File: src/rtl/reg_alu_pkg.sv
// reg_alu_pkg: op encoding shared by the register-file ALU pipeline and its ALU core.
package reg_alu_pkg;
    typedef enum logic [2:0] {OP_ADD, OP_SUB, OP_AND, OP_OR, OP_XOR, OP_SLL, OP_SRA, OP_PASS} alu_op_e;
endpackage

File: src/rtl/reg_alu_pipe_alu_core.sv
// alu_core: combinational ALU with signed overflow/underflow detection and optional saturation.
module alu_core
    import reg_alu_pkg::*;
#(
    parameter int WIDTH    = 16,
    parameter bit SATURATE = 1'b0
) (
    input  logic [WIDTH-1:0] a,
    input  logic [WIDTH-1:0] b,
    input  alu_op_e          op,
    output logic [WIDTH-1:0] y,
    output logic             ovf,
    output logic             udf
);
    localparam int SH = $clog2(WIDTH);
    logic [WIDTH:0] ext;
    logic           arith;
    always_comb begin
        // One guard bit is enough to tell a wrapped result from the true signed sum/difference.
        ext   = op == OP_SUB ? {a[WIDTH-1], a} - {b[WIDTH-1], b} : {a[WIDTH-1], a} + {b[WIDTH-1], b};
        arith = op == OP_ADD || op == OP_SUB;
        ovf   = arith && !ext[WIDTH] && ext[WIDTH-1];
        udf   = arith && ext[WIDTH] && !ext[WIDTH-1];
        case (op)
            OP_ADD, OP_SUB: y = SATURATE && ovf ? {1'b0, {(WIDTH-1){1'b1}}} :
                                SATURATE && udf ? {1'b1, {(WIDTH-1){1'b0}}} : ext[WIDTH-1:0];
            OP_AND:  y = a & b;
            OP_OR:   y = a | b;
            OP_XOR:  y = a ^ b;
            OP_SLL:  y = a << b[SH-1:0];
            OP_SRA:  y = $signed(a) >>> b[SH-1:0];
            default: y = a;
        endcase
    end
endmodule

File: src/rtl/reg_alu_pipe.sv
// reg_alu_pipe: register file + ALU with one registered result stage (valid/ready),
// delayed write-back with operand bypass, and sticky overflow/underflow flags.
module reg_alu_pipe
    import reg_alu_pkg::*;
#(
    parameter  int WIDTH    = 16,
    parameter  int DEPTH    = 8,
    parameter  bit SATURATE = 1'b0,
    localparam int AW       = $clog2(DEPTH)
) (
    input  logic             clk,
    input  logic             rst_na,
    input  logic             in_valid,
    output logic             in_ready,
    input  logic [2:0]       in_op,
    input  logic             in_src_alu,
    input  logic             in_wr_en,
    input  logic [AW-1:0]    in_wr_sel,
    input  logic [AW-1:0]    in_rd_sel_1,
    input  logic [AW-1:0]    in_rd_sel_2,
    input  logic [WIDTH-1:0] in_data,
    output logic             res_valid,
    input  logic             res_ready,
    output logic [WIDTH-1:0] res_data,
    output logic             res_ovf,
    output logic             res_udf,
    output logic             sticky_ovf,
    output logic             sticky_udf,
    input  logic             flag_clr
);
    logic [WIDTH-1:0] regs_q [DEPTH];
    logic [WIDTH-1:0] wb_data_q, res_data_q, res_data_d, op_a, op_b, alu_y;
    logic [AW-1:0]    wb_sel_q;
    logic             wb_pending_q, res_valid_q, res_ovf_q, res_udf_q, sticky_ovf_q, sticky_udf_q;
    logic             wb_pending_d, res_valid_d, res_ovf_d, res_udf_d, sticky_ovf_d, sticky_udf_d;
    logic             alu_ovf, alu_udf, accept;

    alu_core #(.WIDTH(WIDTH), .SATURATE(SATURATE)) u_alu (
        .a(op_a), .b(op_b), .op(alu_op_e'(in_op)), .y(alu_y), .ovf(alu_ovf), .udf(alu_udf)
    );

    always_comb begin
        // The pending write-back is not yet in the array, so forward it to keep reads newest-first.
        op_a         = wb_pending_q && wb_sel_q == in_rd_sel_1 ? wb_data_q : regs_q[in_rd_sel_1];
        op_b         = wb_pending_q && wb_sel_q == in_rd_sel_2 ? wb_data_q : regs_q[in_rd_sel_2];
        in_ready     = !res_valid_q || res_ready;
        accept       = in_valid && in_ready;
        res_data_d   = in_src_alu ? alu_y : in_data;
        res_ovf_d    = in_src_alu && alu_ovf;
        res_udf_d    = in_src_alu && alu_udf;
        res_valid_d  = accept || (res_valid_q && !res_ready);
        wb_pending_d = accept && in_wr_en;
        sticky_ovf_d = (sticky_ovf_q && !flag_clr) || (accept && res_ovf_d);
        sticky_udf_d = (sticky_udf_q && !flag_clr) || (accept && res_udf_d);
    end

    always_ff @(posedge clk or negedge rst_na) begin
        if (!rst_na) begin
            for (int i = 0; i < DEPTH; i++) regs_q[i] <= '0;
            wb_pending_q <= 1'b0;
            wb_sel_q     <= '0;
            wb_data_q    <= '0;
            res_valid_q  <= 1'b0;
            res_data_q   <= '0;
            res_ovf_q    <= 1'b0;
            res_udf_q    <= 1'b0;
            sticky_ovf_q <= 1'b0;
            sticky_udf_q <= 1'b0;
        end else begin
            if (wb_pending_q) regs_q[wb_sel_q] <= wb_data_q;
            if (accept) begin
                res_data_q <= res_data_d;
                res_ovf_q  <= res_ovf_d;
                res_udf_q  <= res_udf_d;
            end
            if (wb_pending_d) begin
                wb_sel_q  <= in_wr_sel;
                wb_data_q <= res_data_d;
            end
            wb_pending_q <= wb_pending_d;
            res_valid_q  <= res_valid_d;
            sticky_ovf_q <= sticky_ovf_d;
            sticky_udf_q <= sticky_udf_d;
        end
    end

    assign res_valid  = res_valid_q;
    assign res_data   = res_data_q;
    assign res_ovf    = res_ovf_q;
    assign res_udf    = res_udf_q;
    assign sticky_ovf = sticky_ovf_q;
    assign sticky_udf = sticky_udf_q;
endmodule

File: config.mk
export PLATFORM = sky130hd
export DESIGN_NAME = reg_alu_pipe
export DESIGN_NICKNAME = d
export VERILOG_FILES = /design/src/rtl/reg_alu_pkg.sv /design/src/rtl/reg_alu_pipe_alu_core.sv /design/src/rtl/reg_alu_pipe.sv
export SDC_FILE = /design/constraint.sdc
export NUM_CORES = 1
export LEC_CHECK = 0
export ABC_AREA = 1
export CAP_MARGIN = 30
export CORE_ASPECT_RATIO = 1.2
export CORE_UTILIZATION = 45
export DETAILED_ROUTE_END_ITERATION = 10
export GPL_TIMING_DRIVEN = 1
export HOLD_SLACK_MARGIN = 0.12
export RECOVER_POWER = 100
export SKIP_CTS_REPAIR_TIMING = 1
export SLEW_MARGIN = 20
export SYNTH_ARGS = -nofsm -noshare
export SYNTH_HDL_FRONTEND = slang
export SYNTH_SLANG_ARGS = --single-unit
File: constraint.sdc
create_clock -name clk -period 4.4 [get_ports clk]
set_clock_uncertainty 0.05 [all_clocks]
set_input_delay 0.66 -clock clk [delete_from_list [all_inputs] [get_ports clk]]
set_output_delay 0.66 -clock clk [all_outputs]
set_load 0.02 [all_outputs]
# Yosys cells after proc, flatten, opt, wreduce, memory -nomap -nowiden
# Cells that the tools add are included.
# Widths: inputs -> output; s select.
dict set report classes {
  addsub 2
  magnitude_cmp 4
  eq_ne 8
  shift 2
  mux 14
  bitwise_logic 6
  n_reduce_logical 28
}
# cell n
set ops {}
lappend ops {{$bwmux 128} 1}
lappend ops {{$mux 16} 8}
lappend ops {{$bmux 16 s3} 2}
lappend ops {{$pmux 16 s6} 1}
lappend ops {{$demux 16 s3} 1}
lappend ops {{$add 16x16->17} 1}
lappend ops {{$mux 17} 1}
lappend ops {{$sub 16x16->17} 1}
lappend ops {{$and 16x16->16} 1}
lappend ops {{$logic_and 1x1->1} 16}
lappend ops {{$or 16x16->16} 1}
lappend ops {{$shl 16x4->16} 1}
lappend ops {{$sshr 16x4->16} 1}
lappend ops {{$xor 16x16->16} 1}
lappend ops {{$ge 4x4->1 const B} 3}
lappend ops {{$not 3->4} 3}
lappend ops {{$eq 3x3->1 const B} 3}
lappend ops {{$eq 3x2->1 const B} 2}
lappend ops {{$eq 3x3->1} 2}
lappend ops {{$logic_not 1->1} 5}
lappend ops {{$logic_or 1x1->1} 5}
lappend ops {{$lt 4x1->1 const B} 1}
lappend ops {{$eq 3x1->1 const B} 1}
lappend ops {{$logic_not 3->1} 1}
lappend ops {{$reduce_or 2->1} 1}
dict set report word_totals {
  regBits 169
  inputBits 35
  output_inout_bits 22
  elab_cells 81
}

# Logic depth before layout (Yosys ltp)
# Gate-level depths: netlist of the first run.
dict set report depth {
  depth_word 13
  depth_mapped 33
  depth_no_buf 32
}

# By module
# Synthesis of the first run repeated with hierarchy kept, for this count alone.
dict set report unflattened {
  cells_unflattened 2195
  area_unflattened_um2 13444.1
}
# mod instances cells_each area_per_inst_um2 seq_area_each_um2
set by_module_without_submodules {}
lappend by_module_without_submodules {reg_alu_pipe 1 1399 9507.9 4229.1}
lappend by_module_without_submodules {alu_core 1 796 3936.3 0.0}

# Least setup slack after synthesis of the first run
# OpenSTA, ideal clock, no wires.
dict set report synth_timing {
  kind {input port to flip-flop}
  start {in in_rd_sel_2[1]}
  end {reg res_udf_q (netlist: res_udf)}
  setup_time_ps 118
  arrival_time_ps 4045
  required_ps 4232
  slack_ps 187
  stages 30
  n_path_buf 2
  cell_sequence {buf_2 -> o21ai_0 -> nor2_1 -> nand2_1 -> clkinv_1 -> nand2_1 -> nand2_2 -> inv_2 -> buf_2 -> ha_1 -> inv_1 -> nor3_4 -> nand2_1 -> nor2_2 -> nand3_2 -> o21ai_2 -> xor2_1 -> ha_1 -> inv_1 -> nor3_1 -> inv_1 -> nor4_1 -> a21oi_1 -> or2_1 -> nand2_1 -> inv_1 -> nand2_1 -> nand2_1 -> nand2_1 -> nand2_1}
}
dict set report synth_via {
  elab_chain_len 10
  word_cells_on_any_way 14
  cone_classes {2 x add/sub; 1 x eq/ne; 5 x mux; 1 x bitwise; 5 x reduce/logical}
}
# element line
set synth_rtl {}
lappend synth_rtl {{from (decl)} reg_alu_pipe.sv:20} ;# input logic [AW-1:0] in_rd_sel_2,
lappend synth_rtl {{$not 3->4 (not written as such)} reg_alu_pipe.sv:45} ;# op_b = wb_pending_q && wb_sel_q == in_rd_sel_2 ? wb_data_q : regs_q[in_rd_sel_2];
lappend synth_rtl {{$bmux 16 s3} reg_alu_pipe.sv:45}
lappend synth_rtl {{$mux 16 (not written as such) (2 in series)} reg_alu_pipe.sv:45}
lappend synth_rtl {{$mux 16 (*)} reg_alu_pipe.sv:45}
lappend synth_rtl {{$add 16x16->17 / $sub 16x16->17 (equally long branches)} reg_alu_pipe_alu_core.sv:20} ;# ext = op == OP_SUB ? {a[WIDTH-1], a} - {b[WIDTH-1], b} : {a[WIDTH-1], a} + {b[WIDTH-1], b};
lappend synth_rtl {{$mux 17 (*)} reg_alu_pipe_alu_core.sv:20}
lappend synth_rtl {{$logic_and 1x1->1 / $logic_not 1->1 (equally long branches)} reg_alu_pipe_alu_core.sv:23} ;# udf = arith && ext[WIDTH] && !ext[WIDTH-1];
lappend synth_rtl {{$logic_and 1x1->1 (*)} reg_alu_pipe_alu_core.sv:23}
lappend synth_rtl {{$logic_and 1x1->1 (*)} reg_alu_pipe.sv:50} ;# res_udf_d = in_src_alu && alu_udf;
lappend synth_rtl {{to (signal assigned)} reg_alu_pipe.sv:74} ;# res_udf_q <= res_udf_d;
lappend synth_rtl {{to (decl)} reg_alu_pipe.sv:34} ;# logic wb_pending_q, res_valid_q, res_ovf_q, res_udf_q, sticky_ovf_q, sticky_udf_q;
# Every way passes the cells marked *; elsewhere a longest branch is shown, timed or not. The select of a mux whose other input is x is not followed.
# A chain may end at the register's enable or synchronous reset.

# Worst setup path in the final report of the first run
dict set report layout_timing {
  start {in in_rd_sel_2[0]}
  end {reg wb_data_q[9]}
}
dict set report layout_via {
  elab_chain_len 9
  word_cells_on_any_way 17
  cone_classes {2 x add/sub; 1 x eq/ne; 2 x shift; 7 x mux; 4 x bitwise; 1 x reduce/logical}
}
# element line
set layout_rtl {}
lappend layout_rtl {{$not 3->4 (not written as such)} reg_alu_pipe.sv:45}
lappend layout_rtl {{$bmux 16 s3} reg_alu_pipe.sv:45}
lappend layout_rtl {{$mux 16 (not written as such) (2 in series)} reg_alu_pipe.sv:45}
lappend layout_rtl {{$mux 16 (*)} reg_alu_pipe.sv:45}
lappend layout_rtl {{$add 16x16->17 / $sub 16x16->17 (equally long branches)} reg_alu_pipe_alu_core.sv:20}
lappend layout_rtl {{$mux 17} reg_alu_pipe_alu_core.sv:20}
lappend layout_rtl {{$pmux 16 s6 (*)} reg_alu_pipe_alu_core.sv:24} ;# case (op)
lappend layout_rtl {{$mux 16 (*)} reg_alu_pipe.sv:48} ;# res_data_d = in_src_alu ? alu_y : in_data;
lappend layout_rtl {{to (signal assigned)} reg_alu_pipe.sv:78} ;# wb_data_q <= res_data_d;
lappend layout_rtl {{to (decl)} reg_alu_pipe.sv:32} ;# logic [WIDTH-1:0] wb_data_q, res_data_q, res_data_d, op_a, op_b, alu_y;
# Marks and branches as above.

==> results of run 1 <==
[synthesized netlist by cell type, types with 4 or more instances]
| master | instances |
|---|---|
| a31oi_1 | 7 |
| nand2_2 | 4 |
| a221oi_1 | 8 |
| nor2_1 | 109 |
| nor3_1 | 11 |
| inv_1 | 129 |
| inv_2 | 12 |
| o211ai_1 | 28 |
| nand3_1 | 255 |
| nand4_1 | 8 |
| nor2_2 | 4 |
| o22ai_1 | 5 |
| buf_6 | 5 |
| o21ai_2 | 4 |
| o21ai_0 | 196 |
| buf_1 | 6 |
| o2111ai_1 | 4 |
| a21oi_1 | 59 |
| ha_1 | 51 |
| clkbuf_1 | 55 |
| a21o_1 | 5 |
| xor2_1 | 16 |
| o21ai_1 | 14 |
| buf_2 | 36 |
| nand2_1 | 679 |
| dfrtp_1 | 169 |
[logic make-up after synthesis]
logic type,count (synthesis),share of synthesized area [%]
flip-flops,169,33.91
XOR/XNOR,17,1.194
AND/OR/NAND/NOR,1085,36.22
AO/OA/AOI/OAI,340,15.15
buffers and inverters,249,8.247
adder cells (fa/ha/maj),52,5.277
[how the worst max path moves through the flow]
stage / to / slack [ns] / cells past startpoint
final: wb_data_q[9] / 0.31 / 30
after global routing: wb_data_q[6] / 0.009 / 28
after CTS: res_udf / -0.02 / 32
after detailed placement: res_udf / -0.46 / 32
after global placement: sticky_udf / -0.38 / 32
after floorplan: res_udf / 0.19 / 30
[layer usage]
metal  vias up  share of wire (%)  GRT usage (%)
met2       547                 47          56.87
met5         -                  0              0
met1      6385                 42          43.13
li1       6555                  -              -
met3       107                6.3          4.891
met4         0                5.3          18.52
[layout make-up]
class                   instances  area, um2  area share (%)
flip-flops and latches        169       4230           28.41
clock buffers                  18      439.2           2.949
inverters                     144      540.5           3.630
repair buffers                223       1866           12.53
well taps                     340      425.4           2.857
clock inverters                14      128.9          0.8655
multi-input cells            1494       7261           48.76
[power by group through the flow]
stage | clock network [mW] | registers (mW) | logic, mW
2_1_floorplan | 0 | 2.34 | 1.88
3_3_place_gp | 0 | 2.40 | 3.04
3_5_place_dp | 0 | 2.41 | 3.06
4_1_cts | 1.51 | 2.39 | 3.08
5_1_grt | 1.56 | 2.46 | 3.48
6_report | 1.49 | 2.40 | 3.11
[through the flow]
step	power [mW]	cells	worst slack, ns	instance area [um2]
after CTS	6.978	2401	-0.01507	14900
final	6.994	2402	0.3135	14890
after global routing	7.497	2402	0.009267	14890
after floorplan	4.224	1912	0.1870	12470
after global placement	5.439	2369	-0.3761	14330
after detailed placement	5.471	2369	-0.4630	14330
[worst max-delay path: cells and delay by family]
kind	cells	cell delay, ns
buf+inv	8	1.08
simple gates	17	1.71
xor+xnor	1	0.18
compound gates	3	0.43
fa+ha+maj	1	0.28
[flip-flops by register name, summed over array words and instances, names as in the netlist, 3 cells and up]
name       count
res_data      16
regs_q       128
wb_sel_q       3
wb_data_q     16
==> run summary, run 1 <==
The flow ran to the end, but the final reports show violations. The final reports fail on capacitance limit, slew limit. The initial antenna violation count is 0. The top cell types in the final layout, fill and taps aside, are nand2_1, nand3_1, o21ai_0, dfrtp_1, buf_4.

The transition time at the pin with the least slew margin is between 2 and 2.5 ns. After detailed routing, the average wire length per cell comes to 19.83 um. For this block, the routed nets add up to 47630 um of wire. The max-cap check violation count came out at 9. Hold timing on the final database bottoms out at a slack of 0.4340 ns.

Compared with the post-synthesis result, the final layout area differs by 19.40%. The CTS buffer count came out at 17. For this configuration, the core starts out at a cell density of ~46%. The synthesized area per cell came out at 6.522 um2. TritonCTS built the clock tree. The root buffer cell chosen for the clock tree is clkbuf_16.

The fraction of power consumed by sequential logic is 34.3%. The first global-routing pass estimated 73850 um of wire. The sink of the worst hold path is res_data[1]. The worst register-to-register path begins at wb_sel_q[2]. The data required time at the worst endpoint came out at 4.67 ns.

The post-detailed-placement half-perimeter wirelength is 34230 um. The number of top-level design ports came out at 57. In this run the critical register-to-register path is captured at wb_data_q[9].

The final critical delay including setup and external delays is 4.086 ns. The worst setup path is of the in -> reg kind. Setup repair after global routing left no endpoint under its margin. The number of core rows is 66. STA classifies the critical path endpoint as a flop. Routability-driven placement finished with a final weighted congestion of about 1.0. The ratio of total power to cell area came out at 469.7 mW/mm2. The analysis attributes to net switching a power of 2.978 mW. The share of total power in combinational logic came out at 44.5%. In the final design database the tool counted 2136 nets. The largest net degree at the start of global routing came out at 80.

The final setup TNS is 0 ns. The overall via count from detail_route is roughly 14000. The number of antenna diodes came out at 0. The worst register-to-register path has a depth of 29. The DRC violation total after the first TritonRoute iteration is between 1000 and 1500. The worst vdd rail ir drop is 0.2237 mV. Among the stages of the critical path, the cell type that occurs most often is nand2_1. The pre-antenna-repair detailed-routing pass consisted of 8 iterations. The sum of overflow across all layers after global routing came out at 0. Setup violations remaining at the end of the flow were counted as 0. The cell count after synthesis came out at 1912. The clock reaches the later pin of the worst-skew pair after between 0.4 and 0.5 ns.

The worst path uses 92.87% of the clock period. The count of endpoints failing hold in the final timing report came out at 0. The total of buffers placed on input and output ports is 56. The internal power of the cells totals 4.016 mW. Counting flops with an async set or reset pin after synthesis yields a share of 100.0%. The number of nets with antenna violations after detailed routing is 0. The slowest stage of the critical path is the ha_1 cell. The overall die height came out at 184.4 um. The number of enable-type register cells in the synthesized netlist is 0.

Counting distinct cell types in the post-synthesis netlist gives 45. The synthesized net count came out at roughly 2000. The net switching share of the total power came out at 42.58%. The clock sink count is about 170. The worst hold path belongs to the class reg -> reg. The total count of max-transition violations in the final report came out at approximately 370. The leakage power is 7.493 nW. The worst max-slew margin expressed relative to the limit is -34.78%. The number of design rule violations left after detail routing is 0. For this run, the number of Yosys warnings is 0. Derived from the worst setup path, the maximum achievable clock frequency is 0.2447 GHz. The layout has 2721 filler cells.

For this run, the slowest stage of the critical path takes 0.28 ns. The worst hold path stage count is 2. The most common cell after layout, fill and taps aside is nand2_1.

The full die area is 0.02839 mm2. The cell area after synthesis is 0.01247 mm2. After synthesis the netlist holds a flip-flop and latch count of 169. The detailed-route vias per instance came out at 5.659. In the synthesized netlist the dominant register cell turns out to be dfrtp_1.

In this run the biggest area consumer among cell types represents 33.91% of the synthesized area. The worst setup path startpoint is in_rd_sel_2[0]. After clock tree synthesis, the clock-pin slew on the worst setup and hold paths is 0.06 ns. The overall routing resource usage came out at 34.27%. The clock network accounts for 21.3% of the total power.

The worst hold path begins at res_data[1]. The share of synthesized area occupied by flip-flops and latches is around 34%. The maximum buffer depth of the clock tree came out at 2.

The die is between 150 and 200 um wide. The area inside the core boundary is between 0.02 and 0.03 mm2. The biggest area contributor in the post-synthesis netlist is dfrtp_1.

The reg-to-reg setup timing slack is 0.32 ns. The kind of start point of the critical path is a primary input. By area the synthesized netlist is led by dfrtp_1, nand2_1, nand3_1, o21ai_0, ha_1.

The final core utilization came out at 54.81%. The post-route netlist has 11.30% of its cells at a drive strength greater than 1. The arrival time at the worst endpoint came out at 4.36 ns. The number of global-route vias before repair was 13014.

The critical-path maximum fanout came out at 10. The clock tree synthesis step divided the H-tree into 4 levels.
(Power assumes the default switching activity.)
==> run 2, diff against run 1 <==
--- a/config.mk
+++ b/config.mk
@@ -9,6 +9,7 @@
 export CAP_MARGIN = 30
 export CORE_ASPECT_RATIO = 1.2
 export CORE_UTILIZATION = 45
+export CTS_BUF_LIST = sky130_fd_sc_hd__clkbuf_2
 export DETAILED_ROUTE_END_ITERATION = 10
 export GPL_TIMING_DRIVEN = 1
 export HOLD_SLACK_MARGIN = 0.12
==> run 2 against run 1 <==
The run still ends with capacitance limit, slew limit left. Via count hardly changed. First-iteration DRC count is 0.31% lower. Sequential power hardly changed. Flip-flop and latch count stayed put. Critical path depth is 1 lower. Highest routed layer unchanged. Utilization is 1.3 points lower. Combinational power hardly changed. Sequential share of layout area is 0.69 points higher. Register-to-register slack hardly changed.
==> run summary, run 2 (same netlist as run 1, synthesis figures left out) <==
Run status: complete, but fails checks (unchanged). Violations in the final reports: capacitance limit, slew limit (unchanged). The final setup TNS is 0 ns (unchanged). The total buffers and inverters traversed by the critical path came out at 8 (unchanged).

The full die area came out at 0.02839 mm2 (unchanged). The origin of the worst min-delay path is in_wr_sel[0] (was res_data[1]). The class of the tightest hold or removal check is in -> reg (was reg -> reg). The CTS buffer count came out at 17 (unchanged). The family with the most delay on the worst path is simple AND/OR/NAND/NOR gates (unchanged).

The total count of max-transition violations in the final report is 372 (unchanged). The overall routing resource usage came to 34.17% (was 34.27%). The layout filler cell count came out at 2781 (was 2721). The most common cell after layout, fill and taps aside is nand2_1 (unchanged). The initial antenna violation count came out at 2 (was 0). The transition time at the pin with the least slew margin came out at 2.033 ns (was 2.022 ns).

The routability congestion estimate came to 0.9983 (unchanged). The number of H-tree branching levels is 4 (unchanged). The slowest cell on the critical path is dfrtp_2 (was ha_1). The clock-pin slew reported for the worst setup and hold paths after clock tree synthesis came out at 0.28 ns (was 0.06 ns).

The horizontal die dimension came out at 154.0 um (unchanged). The post-detailed-placement half-perimeter wirelength came out at 34230 um (unchanged). The count of endpoints failing hold in the final timing report came out at 0 (unchanged). The number of iterations in the first detailed-routing pass was 6 (was 8). RSZ-0062 raised after global routing: no (unchanged). The portion of the clock cycle consumed by the worst path in the final layout is 92.66% (was 92.87%). The reg-to-reg setup timing slack was 0.32 ns (about the same).

The clock power share was 13.1% (was 21.3%). The fraction of power consumed by sequential logic came out at 37.9% (was 34.3%). The worst reg-to-reg path cell count is 29 (unchanged). The maximum single-stage delay on the critical path came to 0.50 ns (was 0.28 ns). The worst max-slew margin expressed relative to the limit came out at -35.57% (was -34.78%). The maximum buffer depth of the clock tree is 2 (unchanged). The max-cap check violation count is 9 (unchanged). The starting utilization of the core area is 45.90% (unchanged). The clock sink count is 169 (unchanged).

The mean routed wirelength per cell is 19.77 um (was 19.83 um). The number of design rule violations left after detail routing came out at 0 (unchanged). The largest net degree at the start of global routing is 80 (unchanged). The overall die height is 184.4 um (unchanged). The worst vdd rail ir drop came out at 0.1783 mV (was 0.2237 mV). The sequential cell area in the final layout is 0.004230 mm2 (unchanged).

The CTS tree is built (unchanged). The data required time at the worst endpoint came out at 5.11 ns (was 4.67 ns). The detailed-route vias per instance was 5.641 (was 5.659). The total of buffers placed on input and output ports came out at 56 (unchanged).

The insertion delay of the later-clocked pin in the worst-skew pair came out at 0.80 ns (was 0.44 ns). The kind of start point of the critical path is a flop (was primary input). The capture point of the worst reg-to-reg path is res_data[15] (was wb_data_q[9]). The placed standard-cell area came to 0.01433 mm2 (unchanged). The startpoint of the worst-slack reg-to-reg timing path is wb_sel_q[2] (unchanged). The cell repeated most along the worst path is nand2_1 (unchanged).

The multi-input gate area in the final layout came out at 0.007232 mm2 (was 0.007261 mm2). The maximum clock frequency is 0.2453 GHz (was 0.2447 GHz). The area inside the core boundary came out at 0.02717 mm2 (unchanged). The critical setup path kind is reg -> reg (was in -> reg). The internal power component is 3.415 mW (was 4.016 mW). The number of global-route vias before repair came out at 12946 (was 13014). Most frequent cells in the layout: nand2_1, nand3_1, o21ai_0, dfrtp_1, buf_4 (unchanged). The area growth from synthesis to layout is 16.58% (was 19.40%). The type of destination of the critical path was a flop (unchanged). The net switching power of the design is 2.899 mW (was 2.978 mW). The total wire length after detailed routing is 47630 um (about the same).

The final instance area is 0.01454 mm2 (was 0.01489 mm2). The root buffer cell is clkbuf_2 (was clkbuf_16). The DRC violation total after the first TritonRoute iteration came out at 1306 (was 1310). The ratio of total power to cell area is 434.3 mW/mm2 (was 469.7 mW/mm2). The net switching share of the total power is 45.91% (was 42.58%). The net count of the finished layout is 2141 (was 2136). The number of core rows is 66 (unchanged). The wire length of the first global-routing pass came to 73680 um (was 73850 um). The arrival time at the worst endpoint is 4.79 ns (was 4.36 ns).

The final worst setup slack came out at 0.3229 ns (was 0.3135 ns). The sink of the worst hold path is wb_sel_q[0] (was res_data[1]). The sum of overflow across all layers after global routing is 0 (unchanged). The proportion of layout cells with a drive suffix above 1 came to 11.08% (was 11.30%). The overall via count from detail_route is 13590 (was 13594).

The final critical delay including setup and external delays is 4.077 ns (was 4.086 ns). The total of endpoints with negative setup slack in the final report came out at 0 (unchanged). The largest register by flop count is regs_q (unchanged). The leakage power came out at 7.355 nW (was 7.493 nW).

The critical-path maximum fanout is 26 (was 10). The worst hold path stage count came out at 3 (was 2). The number of flip-flops under the largest register name is 128 (unchanged). The post-placement worst setup slack came out at -0.4630 ns (unchanged). The number of top-level design ports is 57 (unchanged). The number of nets with antenna violations after detailed routing came out at 0 (unchanged). The share of total power in combinational logic came to 49.0% (was 44.5%).
run 2: worst register-to-register path: cells and delay by family (launching register included):
family,cells,cell delay (ns)
XOR/XNOR,1,0.20
adder cells (fa/ha/maj),1,0.28
buffers and inverters,8,1.11
AO/OA/AOI/OAI,3,0.66
AND/OR/NAND/NOR,16,1.27
flip-flops,1,0.50
run 2: layout make-up:
type | count | share of cell area [%]
clock inverters | 15 | 0.9122
inverters | 144 | 3.718
clock buffers | 17 | 0.5852
multi-input cells | 1494 | 49.74
flip-flops and latches | 169 | 29.10
diodes | 2 | 0.03442
well taps | 340 | 2.926
repair buffers | 228 | 12.99
run 2: per-stage QoR:
stage | hold WS [ns] | power [mW] | instances | utilization [%]
2_1_floorplan | 0.3144 | 4.224 | 1912 | -
3_3_place_gp | 0.4139 | 5.439 | 2369 | 52.75
3_5_place_dp | 0.4187 | 5.471 | 2369 | 52.75
4_1_cts | -0.2249 | 6.308 | 2401 | 53.55
5_1_grt | 0.2892 | 6.808 | 2409 | 53.51
6_report | 0.3502 | 6.314 | 2409 | 53.51
run 2: power groups by stage:
stage,combinational [mW],sequential (mW),clock (mW)
6_report,3.10,2.39,0.828
4_1_cts,3.08,2.38,0.851
2_1_floorplan,1.88,2.34,0
3_5_place_dp,3.06,2.41,0
3_3_place_gp,3.04,2.40,0
5_1_grt,3.47,2.45,0.892
run 2: routing by layer:
metal	global-route usage [%]	vias up	share of wire [%]
li1	-	6568	-
met1	43.34	6384	42
met2	57.60	544	47
met3	4.491	94	6.2
met4	16.24	0	4.5
met5	0	-	0
run 2: how the worst max path moves through the flow:
stage,start,end,slack [ns],depth (start not counted)
floorplan,in_rd_sel_2[1],res_udf,0.19,30
global placement,in_rd_sel_2[2],sticky_udf,-0.38,32
detailed placement,in_rd_sel_2[2],res_udf,-0.46,32
CTS,wb_sel_q[2],res_udf,0.23,31
global route,wb_sel_q[2],wb_data_q[8],0.01,28
finish,wb_sel_q[2],res_data[15],0.32,29
